===== config.mk =====
export PLATFORM = sky130hd
export DESIGN_NAME = ram_dma
export DESIGN_NICKNAME = d
export VERILOG_FILES = /design/src/rtl/ram_pkg.sv /design/src/rtl/ram_dma.sv
export SDC_FILE = /design/constraint.sdc
export NUM_CORES = 1
export LEC_CHECK = 0
export CELL_PAD_IN_SITES_DETAIL_PLACEMENT = 0
export CELL_PAD_IN_SITES_GLOBAL_PLACEMENT = 1
export CORE_ASPECT_RATIO = 0.9
export CORE_UTILIZATION = 37
export DETAILED_ROUTE_END_ITERATION = 10
export PLACE_DENSITY_LB_ADDON = 0.2
export REMOVE_ABC_BUFFERS = 1
export SLEW_MARGIN = 10
export SYNTH_ARGS = -nofsm -noshare
export SYNTH_HDL_FRONTEND = slang
export SYNTH_SLANG_ARGS = --single-unit

===== constraint.sdc =====
create_clock -name clk -period 5.3 [get_ports clk]
set_input_delay 1.06 -clock clk [delete_from_list [all_inputs] [get_ports clk]]
set_output_delay 1.06 -clock clk [all_outputs]
set_load 0.03 [all_outputs]

===== src/rtl/ram_pkg.sv =====
// Shared definitions for the on-chip byte RAM and its DMA initiator.
package ram_pkg;

  localparam int RAM_ADDR_BITS = 13;

  localparam logic [1:0] OP_FILL = 2'd0;
  localparam logic [1:0] OP_COPY = 2'd1;
  localparam logic [1:0] OP_CMP  = 2'd2;

  typedef enum logic [2:0] {
    ST_IDLE,
    ST_FILL,
    ST_C_RD,
    ST_C_WR,
    ST_K_SRC,
    ST_K_DST,
    ST_K_LAST,
    ST_FIN
  } dma_state_t;

endpackage


===== src/rtl/ram_dma.sv =====
// Block FILL / COPY / COMPARE engine driving one single-port byte RAM.
// FILL: 1 byte/cycle; COPY and CMP: 2 cycles/byte; no backpressure, owns the RAM port while busy.
module ram_dma
  import ram_pkg::*;
#(
  parameter int ADDR_BITS = RAM_ADDR_BITS
) (
  input  logic                 clk,
  input  logic                 rst_n,
  input  logic                 start,
  input  logic [1:0]           op,
  input  logic [ADDR_BITS-1:0] src,
  input  logic [ADDR_BITS-1:0] dst,
  input  logic [ADDR_BITS:0]   len,
  input  logic [7:0]           fill_val,
  output logic                 busy,
  output logic                 done,
  output logic                 err,
  output logic [ADDR_BITS-1:0] mis_off,
  output logic                 ram_we,
  output logic [ADDR_BITS-1:0] ram_addr,
  output logic [7:0]           ram_di,
  input  logic [7:0]           ram_do
);

  dma_state_t state, state_nxt;

  logic [ADDR_BITS-1:0] src_q, dst_q;
  logic [ADDR_BITS:0]   len_q, i_q, i_nxt;
  logic [ADDR_BITS-1:0] i_a, mis_nxt;
  logic [7:0]           fill_q, hold_q;
  logic                 last, mism;

  assign i_nxt   = i_q + 1'b1;
  assign i_a     = i_q[ADDR_BITS-1:0];
  assign mis_nxt = i_a - 1'b1;
  assign last    = (i_nxt == len_q);
  assign mism    = (ram_do != hold_q);

  always_ff @(posedge clk) begin
    if (!rst_n) state <= ST_IDLE;
    else        state <= state_nxt;
  end

  always_comb begin
    state_nxt = state;
    case (state)
      ST_IDLE: begin
        if (start) begin
          if (len == '0 || op == 2'd3) state_nxt = ST_FIN;
          else if (op == OP_FILL)      state_nxt = ST_FILL;
          else if (op == OP_COPY)      state_nxt = ST_C_RD;
          else                         state_nxt = ST_K_SRC;
        end
      end
      ST_FILL:   if (last) state_nxt = ST_FIN;
      ST_C_RD:   state_nxt = ST_C_WR;
      ST_C_WR:   state_nxt = last ? ST_FIN : ST_C_RD;
      // At i>0 ram_do carries dst byte i-1, read during the previous K_DST.
      ST_K_SRC:  state_nxt = (i_q != '0 && mism) ? ST_FIN : ST_K_DST;
      ST_K_DST:  state_nxt = last ? ST_K_LAST : ST_K_SRC;
      ST_K_LAST: state_nxt = ST_FIN;
      ST_FIN:    state_nxt = ST_IDLE;
      default:   state_nxt = ST_IDLE;
    endcase
  end

  always_comb begin
    busy     = 1'b0;
    done     = 1'b0;
    ram_we   = 1'b0;
    ram_addr = '0;
    ram_di   = '0;
    case (state)
      ST_FILL: begin
        busy = 1'b1; ram_we = 1'b1; ram_addr = dst_q + i_a; ram_di = fill_q;
      end
      ST_C_RD:   begin busy = 1'b1; ram_addr = src_q + i_a; end
      ST_C_WR: begin
        busy = 1'b1; ram_we = 1'b1; ram_addr = dst_q + i_a; ram_di = ram_do;
      end
      ST_K_SRC:  begin busy = 1'b1; ram_addr = src_q + i_a; end
      ST_K_DST:  begin busy = 1'b1; ram_addr = dst_q + i_a; end
      ST_K_LAST: busy = 1'b1;
      ST_FIN:    done = 1'b1;
      default: ;
    endcase
  end

  always_ff @(posedge clk) begin
    if (!rst_n) begin
      src_q   <= '0;
      dst_q   <= '0;
      len_q   <= '0;
      i_q     <= '0;
      fill_q  <= '0;
      hold_q  <= '0;
      err     <= 1'b0;
      mis_off <= '0;
    end else begin
      case (state)
        ST_IDLE: if (start) begin
          src_q   <= src;
          dst_q   <= dst;
          len_q   <= len;
          fill_q  <= fill_val;
          i_q     <= '0;
          err     <= (op == 2'd3);
          mis_off <= '0;
        end
        ST_FILL, ST_C_WR: i_q <= i_nxt;
        ST_K_SRC: if (i_q != '0 && mism) begin
          err     <= 1'b1;
          mis_off <= mis_nxt;
        end
        ST_K_DST: begin
          hold_q <= ram_do;
          i_q    <= i_nxt;
        end
        ST_K_LAST: if (mism) begin
          err     <= 1'b1;
          mis_off <= mis_nxt;
        end
        default: ;
      endcase
    end
  end

endmodule


==> results of run 1 <==
==> routing by layer <==
layer	track usage, %	wire length [um]	share of wire (%)	vias to the layer above
li1	-	-	-	2403
met1	28.9	6780	48	2173
met2	35.9	6610	47	87
met3	4.51	507	3.6	10
met4	6.18	149	1.1	0
met5	0	0	0	-
==> critical path: cells and delay by family, from the launching register on <==
kind	cells	cell delay, ps
adders and majority gates	2	630
and+or+nand+nor	5	910
DFF	1	480
AOI/OAI and AO/OA	3	680
buffers and inverters	1	710
==> final timing paths <==
path,startpoint,end,cells past startpoint
setup reg to reg,i_q[0]$_SDFFE_PN0P_,mis_off[6]$_SDFFE_PN0P_,9
hold reg to reg,mis_off[2]$_SDFFE_PN0P_,mis_off[2]$_SDFFE_PN0P_,2
setup / recovery,state[0]$_SDFFE_PN0P_,ram_addr[10],11
hold / removal,mis_off[2]$_SDFFE_PN0P_,mis_off[2]$_SDFFE_PN0P_,2
==> per-stage QoR <==
stage,util (%),std cells
finish,49.0,909
global route,49.0,909
CTS,49.0,909
detailed placement,46.5,893
global placement,46.5,893
floorplan,-,624
==> registers in the layout (all words and copies together) (netlist names) <==
name     cells
dst_q       13
err          1
fill_q       8
hold_q       8
i_q         14
len_q       14
mis_off     13
src_q       13
state        3
==> layout make-up <==
| class | instances | area share (%) |
|---|---|---|
| clock buffers | 11 | 3.69 |
| clock inverters | 5 | 1.29 |
| inverters | 10 | 0.595 |
| multi-input cells | 527 | 47.2 |
| flip-flops and latches | 87 | 27.6 |
| well taps | 164 | 3.25 |
| repair buffers | 105 | 16.3 |
==> placed cells by master, fill, tap and decap left out, types with 7 or more instances in the layout <==
cell type,count
nor2_1,57
inv_1,9
a21oi_1,91
mux2i_1,19
o21ai_0,16
nor3_1,7
xnor2_1,24
clkdlybuf4s50_1,97
dfxtp_1,87
xor2_1,25
or3_1,13
buf_4,8
ha_1,14
nand3_1,14
clkbuf_16,9
and3_1,8
nand2_1,174
==> kinds of logic after synthesis <==
logic type | count (synthesis)
xor gates and xnor gates | 49
DFF | 87
buffers and inverters | 54
muxes | 19
AOI/OAI and AO/OA | 135
and+or+nand+nor | 309
adders and majority gates | 15
==> power breakdown <==
group          internal (W)  switching (W)
clock network      0.000414       0.000271
registers          0.000765      0.0000887
logic              0.000437       0.000734
total               0.00162        0.00109
==> metrics.txt, run 1 <==
largest family of logic cells by synthesized area simple AND/OR/NAND/NOR gates; routed length per instance 15.5 um; layout cells sized above 1 under 10%; hold_buf cts 0; syn_area_per_cell 7.40 um2; Mapped Area around 4900 um2; Fill cells ~1300; post-CTS setup buffers 0; first-pass GRT wire length roughly 23000 um; Die W between 100 and 150 um; CTS Buf Count 9; clk slew on worst S/H paths 60 ps; CTS tree built; cell taking the most area after synthesis dfxtp_1; Post-Synth Simple-Gate Area roughly 28%; pre-CTS setup slack about 840 ps; antenna viol nets, final 0; final setup TNS 0 ps; delay of the slowest critical-path stage 710 ps; Max-Cap Viols 0; CP Class reg2out; clock root cell clkbuf_16; pin count of the biggest net entering global routing 55; Worst Skew roughly 7.4 ps; CP Capture Type output pin; H-tree depth 3; final hold violation count 0; Worst-Margin Slew 913 ps; post-synthesis xor/xnor area fraction between 8 and 9%; Total Wirelength 14100 um; routed vias between 4000 and 5000; post-route clock period utilization roughly nine tenths; unrepaired setup endpoints after global routing false; total grt overflow 0; Worst path slowest cell clkdlybuf4s50_1; Clock Latency Late Sink about 350 ps; r2r setup slk between 2000 and 2500 ps; fmax 208 MHz; post-CTS sizing 0; GRT Total Usage a little over a fifth; post-synth top area share a little over a third; Adder-Cell Fraction of Synth Area 3.95%; Pleak between 2 and 2.5 nW; number of flops mapped to enable cells by yosys 0; vias per cell about 5.1; Synth Area in Compound Gates around 15%; RePlAce Congestion just under 0.9; crit path cell chain nand2_1 > nand2_1 > nand2_1 > ha_1 > fa_1 > a21o_1 > a21oi_1 > o211ai_1 > and3_1 > nor3_1 > clkdlybuf4s50_1; Final Cell Area between 6000 and 7000 um2; sequential share of the synthesized area around a third; chip height 112 um; synth unique cells 53; DR DRC count 0; Inserted Diodes 0; status completed; nets between 800 and 900; Peak VDD IR ~220 uV; area of the multi-input gates ~3000 um2; top cells by count, synth nand2_1, a21oi_1, dfxtp_1; crit start category flop; initial core utilization between 30% and 40%; slew margin rel. between 30% and 40%; Pwr Density 430 nW/um2; post-synthesis cell count around 670; post-place instance area about 6000 um2; number of I/O port buffers 98; initial DRC count between 200 and 250; number of global-route vias before repair 4534; warnings from Yosys 0; Worst Path Required 4240 ps; setup violators final 0; Die Area about 14000 um2; #FFs+latches synth 87; synth top area cells dfxtp_1, nand2_1, a21oi_1, xor2_1, nor2_1; drt first pass iters 4; row count 39; CP Max Fanout 11; worst path arrival time between 3000 and 4000 ps; area grow syn2layout 27.5%; fin crit period between 4000 and 5000 ps; CTS Buffer Depth 2; antenna violations before repair 0; CP most frequent cell nand2_1; most frequent cell after synthesis nand2_1; DPL Wire Length 10200 um; total power draw roughly 0.0027 W; Register Area between 1500 and 2000 um2; Slew Viols, Final 0; Core Footprint ~13000 um2; number of top-level pins 99; setup ws final 483 ps; Most used DFF post-synth dfxtp_1; ys async rst share 0%; Hold WC Path Type reg2reg; CTS Sinks 87; worst hold slack 450 ps; post-synthesis mux area share under 10%
No activity file was read; power rests on OpenSTA's default activity.
==> run 2: changes to the inputs <==
--- a/config.mk
+++ b/config.mk
@@ -10,7 +10,7 @@
 export CORE_ASPECT_RATIO = 0.9
 export CORE_UTILIZATION = 37
 export DETAILED_ROUTE_END_ITERATION = 10
-export PLACE_DENSITY_LB_ADDON = 0.2
+export PLACE_DENSITY = 0.79
 export REMOVE_ABC_BUFFERS = 1
 export SLEW_MARGIN = 10
 export SYNTH_ARGS = -nofsm -noshare
==> run 2 against run 1 <==
Effect of this change:
- worst setup slack gained 3.3 ps
- critical path depth is 2 higher
- global-route usage fell by 1.8 points
- count of clock-buffer cells in the layout grew 1
- non-clock buffer count up 2
- clock power decreased by 7.3%
- sequential share of layout area barely moved
- first-iteration DRC count up 24%
- highest routed layer unchanged
==> metrics.txt, run 2 (same netlist as run 1, synthesis figures left out) <==
Slew Viols, Final 0; nets approximately 800; Pwr Density 421 nW/um2; DPL Wire Length 9750 um; R2R cell count 9; delay of the slowest critical-path stage ~700 ps; Comb power frac a little over two fifths; initial core utilization a little under two fifths; Peak VDD IR ~220 uV; CP Class reg2out; antenna viol nets, final 0; crit path cell chain inv_1 > a21oi_4 > nand2_1 > nand2_1 > ha_1 > a21oi_1 > o21ai_0 > a21oi_1 > o2bb2ai_1 > o21ai_0 > xnor2_1 > nor2_1 > clkdlybuf4s50_1; routed length per instance approximately 15 um; routed vias around 4700; CTS Buf Count 9; hold_sp mis_off[4]$_SDFFE_PN0P_; Pleak ~2.5 nW; switching share of power 40.4%; Switch Pwr between 0.001 and 0.0015 W; Total Wirelength between 10000 and 15000 um; CTS Buffer Depth 2; final setup TNS 0 ps; unrepaired setup endpoints after global routing false; Sequential Power Share between 30% and 40%; Finished Layout Cells 910; first-pass GRT wire length between 20000 and 25000 um; crit start category flop; CTS Sinks between 80 and 90; RePlAce Congestion about 0.88; status completed; number of global-route vias before repair roughly 4500; post-route clock period utilization between 90% and 100%; Fill cells between 1000 and 1500; Die Area roughly 14000 um2; Reg-to-Reg Start i_q[0]$_SDFFE_PN0P_; Worst Path Required 4240 ps; pin count of the biggest net entering global routing 51; clock root cell clkbuf_16; Reg-to-Reg End mis_off[12]$_SDFFE_PN0P_; worst hold slack between 400 and 500 ps; hold path cells 2; setup violators final 0; H-tree depth 3; area grow syn2layout 27.7%; number of I/O port buffers roughly 100; Hold Path Sink mis_off[4]$_SDFFE_PN0P_; r2r setup slk approximately 2300 ps; Worst path depth 13; Hold WC Path Type reg2reg; final hold violation count 0; DR DRC count 0; # placed instances a little under 900; Max-Cap Viols 0; Core Footprint 12900 um2; total power draw 0.00266 W; drt first pass iters 5; Clk pwr share about a quarter; initial DRC count between 200 and 300; Worst Skew between 10 and 15 ps; CTS tree built; worst path arrival time 3750 ps; slew margin rel. about two fifths; Inserted Diodes 0; number of top-level pins 99; Clock Latency Late Sink 340 ps; CP Max Fanout 13; layout cells sized above 1 under 10%; Worst path slowest cell clkdlybuf4s50_1; CP bufs+invs 2; GRT Total Usage between 20 and 25%; most frequent cells in the layout nand2_1, clkdlybuf4s50_1, a21oi_1; commonest non-fill, non-tap cell in the layout nand2_1; Worst-Margin Slew around 910 ps; clk slew on worst S/H paths about 60 ps; post-CTS setup buffers 0; fmax a little over 200 MHz; pre-CTS setup slack roughly 540 ps; top flop regs i_q (14), len_q (14); CP Capture Type output pin; fin crit period 4810 ps; row count 39; crit-path leading delay family compound AO/OA/AOI/OAI gates; setup ws final between 400 and 500 ps; total grt overflow 0; vias per cell between 5 and 6; antenna violations before repair 0; chip height 112 um; Pint about 0.0016 W; Die W 124 um
run 2: changes by cell type in the layout (fill, tap and decap cells not counted):
cell / before / now
clkinv_4: 0 / 1
clkinvlp_4: 1 / 0
buf_4: 8 / 9
inv_6: 1 / 0
a21oi_4: 0 / 1
clkbuf_8: 0 / 1
nand2_2: 0 / 1
bufinv_16: 2 / 1
a21oi_1: 91 / 90
nand2_1: 174 / 173
dlymetal6s2s_1: 0 / 1
run 2: repair_timing:
item / in CTS / in global routing
gates resized for setup: 0 / 3
hold buffers: 0 / 0
endpoints found under the setup margin: 0 / 1
hold endpoints to repair: 0 / 0
run 2: worst max-delay path by stage:
stage / startpoint / to / slack (ps)
2_1_floorplan: state[1]$_SDFFE_PN0P_ / ram_addr[12] / 620
3_3_place_gp: state[0]$_SDFFE_PN0P_ / ram_addr[12] / 600
3_5_place_dp: state[0]$_SDFFE_PN0P_ / ram_addr[12] / 540
4_1_cts: state[0]$_SDFFE_PN0P_ / ram_addr[12] / 140
5_1_grt: state[2]$_SDFFE_PN0P_ / ram_addr[10] / 210
6_report: state[0]$_SDFFE_PN0P_ / ram_addr[9] / 490
run 2: per-stage QoR:
stage          area [um2]  utilization (%)
6_report             6320             49.0
3_3_place_gp         6010             46.7
2_1_floorplan        4760                -
3_5_place_dp         6010             46.7
4_1_cts              6300             48.9
5_1_grt              6320             49.0
run 2: worst min-delay path: cells and delay by family, from the launching register on:
family	cells	cell delay, ps
compound gates	1	50
simple gates	1	50
flops	1	310
run 2: per-layer routing:
metal / vias up / global-route usage, % / share of wire (%)
li1: 2408 / - / -
met4: 0 / 5.30 / 1.2
met1: 2185 / 26.7 / 47
met3: 10 / 3.79 / 3.5
met2: 98 / 33.1 / 48
met5: - / 0 / 0
run 2: layout make-up:
cell class              instances  area [um2]  area share, %
multi-input cells             527        2990           47.4
well taps                     164         205           3.25
repair buffers                107        1050           16.6
clock buffers                  12         246           3.90
clock inverters                 3        43.8          0.693
inverters                      10        37.5          0.594
flip-flops and latches         87        1740           27.6
run 2: power by group through the flow:
| stage | sequential [W] | clock [W] | combinational (W) |
|---|---|---|---|
| global placement | 0.000862 | 0 | 0.00116 |
| floorplan | 0.000893 | 0 | 0.000725 |
| global route | 0.000871 | 0.000673 | 0.00130 |
| finish | 0.000854 | 0.000635 | 0.00117 |
| detailed placement | 0.000866 | 0 | 0.00117 |
| CTS | 0.000852 | 0.000653 | 0.00118 |
